===== src/rtl/program_dispatcher.sv =====
// program_dispatcher: FIFO-buffered replay of input-manager strobes to the grid write port with per-batch resume; optional bounds check via PROGRAM_DISPATCHER_BOUNDS_CHECK_EN
module program_dispatcher #(
    parameter int FIFO_DEPTH = 8,
    parameter int BATCH_LEN  = 35,
    parameter int GRID_W     = 1920,
    parameter int GRID_H     = 1080
) (
    input  logic        clk,
    input  logic        rst,
    input  logic        program_in,
    input  logic [10:0] x_in,
    input  logic [11:0] y_in,
    input  logic [31:0] data_in,
    output logic        resume,
    output logic        wr_valid,
    input  logic        wr_ready,
    output logic [10:0] wr_x,
    output logic [11:0] wr_y,
    output logic [31:0] wr_data,
    output logic        busy,
    output logic        overflow,
    output logic        oob
);
    localparam int AW = $clog2(FIFO_DEPTH);
    typedef enum logic [1:0] {IDLE, STREAM, RESUME} state_t;
    state_t state, state_nxt;
    logic [AW:0] wptr, rptr;
    logic [10:0] mem_x [FIFO_DEPTH];
    logic [11:0] mem_y [FIFO_DEPTH];
    logic [31:0] mem_d [FIFO_DEPTH];
    logic [15:0] batch_cnt;
    logic empty, full, in_range, push, pop, batch_end;
    assign empty     = wptr == rptr;
    assign full      = (wptr[AW] != rptr[AW]) && (wptr[AW-1:0] == rptr[AW-1:0]);
    assign wr_valid  = !empty && state != RESUME;
    assign pop       = wr_valid && wr_ready;
    assign push      = program_in && in_range && (!full || pop);
    assign batch_end = batch_cnt == 16'(BATCH_LEN - 1);
    assign resume    = state == RESUME;
    assign busy      = !empty || state != IDLE;
    assign wr_x      = mem_x[rptr[AW-1:0]];
    assign wr_y      = mem_y[rptr[AW-1:0]];
    assign wr_data   = mem_d[rptr[AW-1:0]];
`ifdef PROGRAM_DISPATCHER_BOUNDS_CHECK_EN
    assign in_range = (32'(x_in) < 32'(GRID_W)) && (32'(y_in) < 32'(GRID_H));
    // out-of-range pushes are discarded and latched; they take precedence over overflow
    always_ff @(posedge clk or posedge rst)
        if (rst) oob <= 1'b0;
        else if (program_in && !in_range) oob <= 1'b1;
`else
    assign in_range = 1'b1;
    assign oob      = 1'b0;
`endif
    // storage is not reset: pointers alone define the valid contents
    always_ff @(posedge clk)
        if (push) begin
            mem_x[wptr[AW-1:0]] <= x_in;
            mem_y[wptr[AW-1:0]] <= y_in;
            mem_d[wptr[AW-1:0]] <= data_in;
        end
    // pointers, batch counter, sticky overflow and FSM state
    always_ff @(posedge clk or posedge rst)
        if (rst) begin
            wptr      <= '0;
            rptr      <= '0;
            batch_cnt <= '0;
            overflow  <= 1'b0;
            state     <= IDLE;
        end else begin
            if (push) wptr <= wptr + (AW+1)'(1);
            if (pop) rptr <= rptr + (AW+1)'(1);
            if (pop) batch_cnt <= batch_end ? 16'd0 : batch_cnt + 16'd1;
            if (program_in && in_range && full && !pop) overflow <= 1'b1;
            state <= state_nxt;
        end
    // next state: a push that lands during RESUME keeps the stream alive
    always_comb begin
        state_nxt = state;
        case (state)
            IDLE:    state_nxt = push ? STREAM : IDLE;
            STREAM:  state_nxt = (pop && batch_end) ? RESUME : STREAM;
            RESUME:  state_nxt = (!empty || push) ? STREAM : IDLE;
            default: state_nxt = IDLE;
        endcase
    end
endmodule


===== config.mk =====
export PLATFORM = sky130hd
export DESIGN_NAME = program_dispatcher
export DESIGN_NICKNAME = d
export VERILOG_FILES = /design/src/rtl/program_dispatcher.sv
export SDC_FILE = /design/constraint.sdc
export NUM_CORES = 1
export LEC_CHECK = 0
export CAP_MARGIN = 15
export CORE_MARGIN = 5
export CORE_UTILIZATION = 63
export DETAILED_ROUTE_END_ITERATION = 10
export HOLD_SLACK_MARGIN = 0.06
export PLACE_DENSITY = 0.84
export SLEW_MARGIN = 0
export SYNTH_ARGS = -nofsm -noshare
export SYNTH_HDL_FRONTEND = slang
export SYNTH_SLANG_ARGS = --single-unit
export TNS_END_PERCENT = 30

===== constraint.sdc =====
create_clock -name clk -period 11.7 [get_ports clk]
set_input_delay 1.755 -clock clk [delete_from_list [all_inputs] [get_ports clk]]
set_output_delay 1.755 -clock clk [all_outputs]
set_load 0.02 [all_outputs]

==> impl_metrics.json <==
{
  "status": "finished, final reports clean",
  "synth_edf_count": 440,
  "register_area_um2": 13900,
  "core_um2": 28010,
  "startpoint": "rptr[0]",
  "drive_gt1_frac": 0.2657,
  "hold_violations": 0,
  "min_period_ns": 5.729,
  "layout_common_cells": "440 x edfxtp_1, 117 x clkdlybuf4s50_1, 110 x mux4_2, 56 x mux2_2, 47 x clkbuf_16",
  "fin_skew_ns": 0.01898,
  "cts_buffer_depth": 3,
  "h-tree-depth": 2,
  "ys.flop_type": "edfxtp_1",
  "rr_worst_depth": 6,
  "synth-async-reset-ratio": 0.05782,
  "routed_wl_mm": 34.39,
  "crit_chain": "buf_4, xnor2_1, and4b_1, nand2_1, clkdlybuf4s50_1",
  "synth_top_family_by_area": "multiplexers",
  "fp-row-count": 61,
  "clk_pin_slew_ns": 0.06,
  "peakVddDrop_mv": 0.1872,
  "die_height_um": 179.0,
  "ctsHoldBuffers": 0,
  "worst-path-buf-inv": 2,
  "finalPower_w": 0.005345,
  "reg2reg_to": "mem_d[2][26]",
  "setup_tns_ns": 0,
  "clock_sinks": 467,
  "postLayoutCoreUtil": 0.7481,
  "cap_viol_max_count": 0,
  "grt_setup_unrepaired": "false",
  "area_growth_pct": 16.44,
  "port_buffers": 117,
  "ys_seq_area_frac": 0.7718,
  "cts_resized": 0,
  "die_x_um": 179.0,
  "drc": 0,
  "multiInputGateArea_um2": 3915,
  "fmax_ghz": 0.1745,
  "synthAdderAreaFrac": 0.002781,
  "ys_ff_latch": 467,
  "ys.warnings.count": 0,
  "crit_required_ns": 9.95,
  "grt_max_degree": 61,
  "r2r-start": "rptr[0]",
  "crit_arrival_ns": 3.97,
  "grt_pass1_vias": 8834,
  "gp_congestion": 0.7500,
  "drv_slew": 0,
  "synth_xor_area_frac": 0.01071,
  "crit_family": "buffers and inverters",
  "cts-root-buf": "clkbuf_16",
  "muxShareOfSynthArea": 0.1739,
  "clock_latency_ns": 0.54,
  "ant_nets": 0,
  "startpoint_type": "flip-flop",
  "layout.cells.most_common": "edfxtp_1",
  "cp_slowest_cell": "and4b_1",
  "endpoint_kind": "output pin",
  "cp_slowest_stage_delay_ns": 0.88,
  "post-route-period-util": 0.4897,
  "wl_per_cell_um": 25.76,
  "hold_class": "reg -> reg",
  "tritoncts": "built",
  "cts_buffers": 46,
  "syn-cell-area_um2": 17990,
  "ios": 119,
  "dieArea_um2": 32040,
  "p_leak_nw": 6.804,
  "hpwlAfterDp_mm": 17.62,
  "worstPathMaxFanout": 48,
  "synth_cell_types": 41,
  "fin_nets": 986,
  "synth-simple-area-share": 0.02197,
  "grt_pass1_wl_mm": 53.07,
  "synthesis.nets": 845,
  "grt_usage": 0.2239,
  "nFillCells": 1503,
  "num_vias": 8268,
  "initial_core_util": 0.6424,
  "r2r_slack_ns": 7.80,
  "syn_area_per_cell_um2": 23.01,
  "setup_violations": 0,
  "syn_inst": 782,
  "synth-compound-area-share": 0.005006,
  "power_density_nw_per_um2": 255.1,
  "dr.pass1.iters": 5,
  "worst_pin_slew_ns": 0.9928,
  "slew_headroom": 0.3381,
  "cp_num_cells": 5,
  "vias_per_cell": 6.193,
  "crit_type": "reg -> out",
  "crit_end": "busy",
  "drtIter0Drc": 709,
  "antenna_found_initial": 4,
  "gr-total-overflow": 0,
  "cts_setup_buffers": 0
}
==> kinds of logic after synthesis <==
logic type,Yosys count
buffers and inverters,47
AND/OR/NAND/NOR,59
AO/OA/AOI/OAI,14
multiplexers,168
other,1
flip-flops,467
XOR/XNOR,22
adder cells (fa/ha/maj),4
==> registers in the layout, summed over array words and instances (netlist names) <==
name       flops
batch_cnt     16
state          2
mem_d        256
overflow       1
wptr           4
mem_x         88
mem_y         96
rptr           4
==> worst reg2reg max path, cell delays in order, from the launching register on <==
cell and delay (ns):
dfrtp_4 0.81, buf_4 0.81, xnor2_1 0.24, and4_1 0.32, a21bo_2 0.35, nor4_2 0.17
buf_4 0.79
==> synthesized netlist by cell type (5+ instances only) <==
cell type / number / area share
nor3_1: 7 / 0.0019
xor2_1: 17 / 0.0083
nand3_1: 6 / 0.0017
inv_1: 6 / 0.0013
buf_1: 6 / 0.0013
nor4_1: 5 / 0.0017
mux2_2: 56 / 0.035
buf_4: 10 / 0.0042
nand2_1: 8 / 0.0017
o21ai_0: 5 / 0.0014
nor4b_1: 7 / 0.0034
edfxtp_1: 440 / 0.73
buf_2: 10 / 0.0028
xnor2_1: 5 / 0.0024
dfrtp_1: 27 / 0.038
clkbuf_1: 12 / 0.0025
mux4_2: 110 / 0.14
==> per-layer routing <==
| metal | vias up | wire length [µm] | GRT usage |
|---|---|---|---|
| met5 | - | 35 | 0 |
| met4 | 6 | 790 | 0.06012 |
| met3 | 65 | 2429 | 0.04935 |
| met2 | 288 | 17410 | 0.3650 |
| met1 | 4343 | 13720 | 0.3148 |
| li1 | 3566 | - | - |
==> power by group <==
| group | internal [W] | switching [W] |
|---|---|---|
| clock | 0.000734 | 0.000573 |
| sequential | 0.00211 | 0.000162 |
| combinational | 0.000891 | 0.000872 |
| total | 0.00374 | 0.00161 |
==> cell type report <==
class / instances / share of cell area
Antenna cell: 1 / 0.0001194
Clock buffer: 60 / 0.05846
Clock inverter: 21 / 0.004777
Inverter: 6 / 0.001075
Multi-Input combinational cell: 268 / 0.1868
Sequential cell: 467 / 0.6632
Tap cell: 378 / 0.02257
Timing Repair Buffer: 134 / 0.06294
==> worst min path at each step <==
stage | start | end | slack (ns) | depth (start not counted)
after floorplan | batch_cnt[15] | batch_cnt[15] | 0.44 | 1
after global placement | overflow | overflow | 0.45 | 1
after detailed placement | overflow | overflow | 0.46 | 1
after CTS | overflow | overflow | 0.47 | 1
after global routing | overflow | overflow | 0.49 | 1
final | overflow | overflow | 0.47 | 1
==> stage by stage <==
| stage | area, µm² | hold WS, ns | worst slack (ns) | cells |
|---|---|---|---|---|
| floorplan | 17990 | 0.4426 | 3.207 | 782 |
| global placement | 19600 | 0.4521 | 6.403 | 1252 |
| detailed placement | 19600 | 0.4557 | 6.370 | 1252 |
| CTS | 20920 | 0.4689 | 5.811 | 1333 |
| global route | 20950 | 0.4894 | 5.505 | 1335 |
| finish | 20950 | 0.4655 | 5.971 | 1335 |
Note: power is estimated with default switching activity, not from simulation.
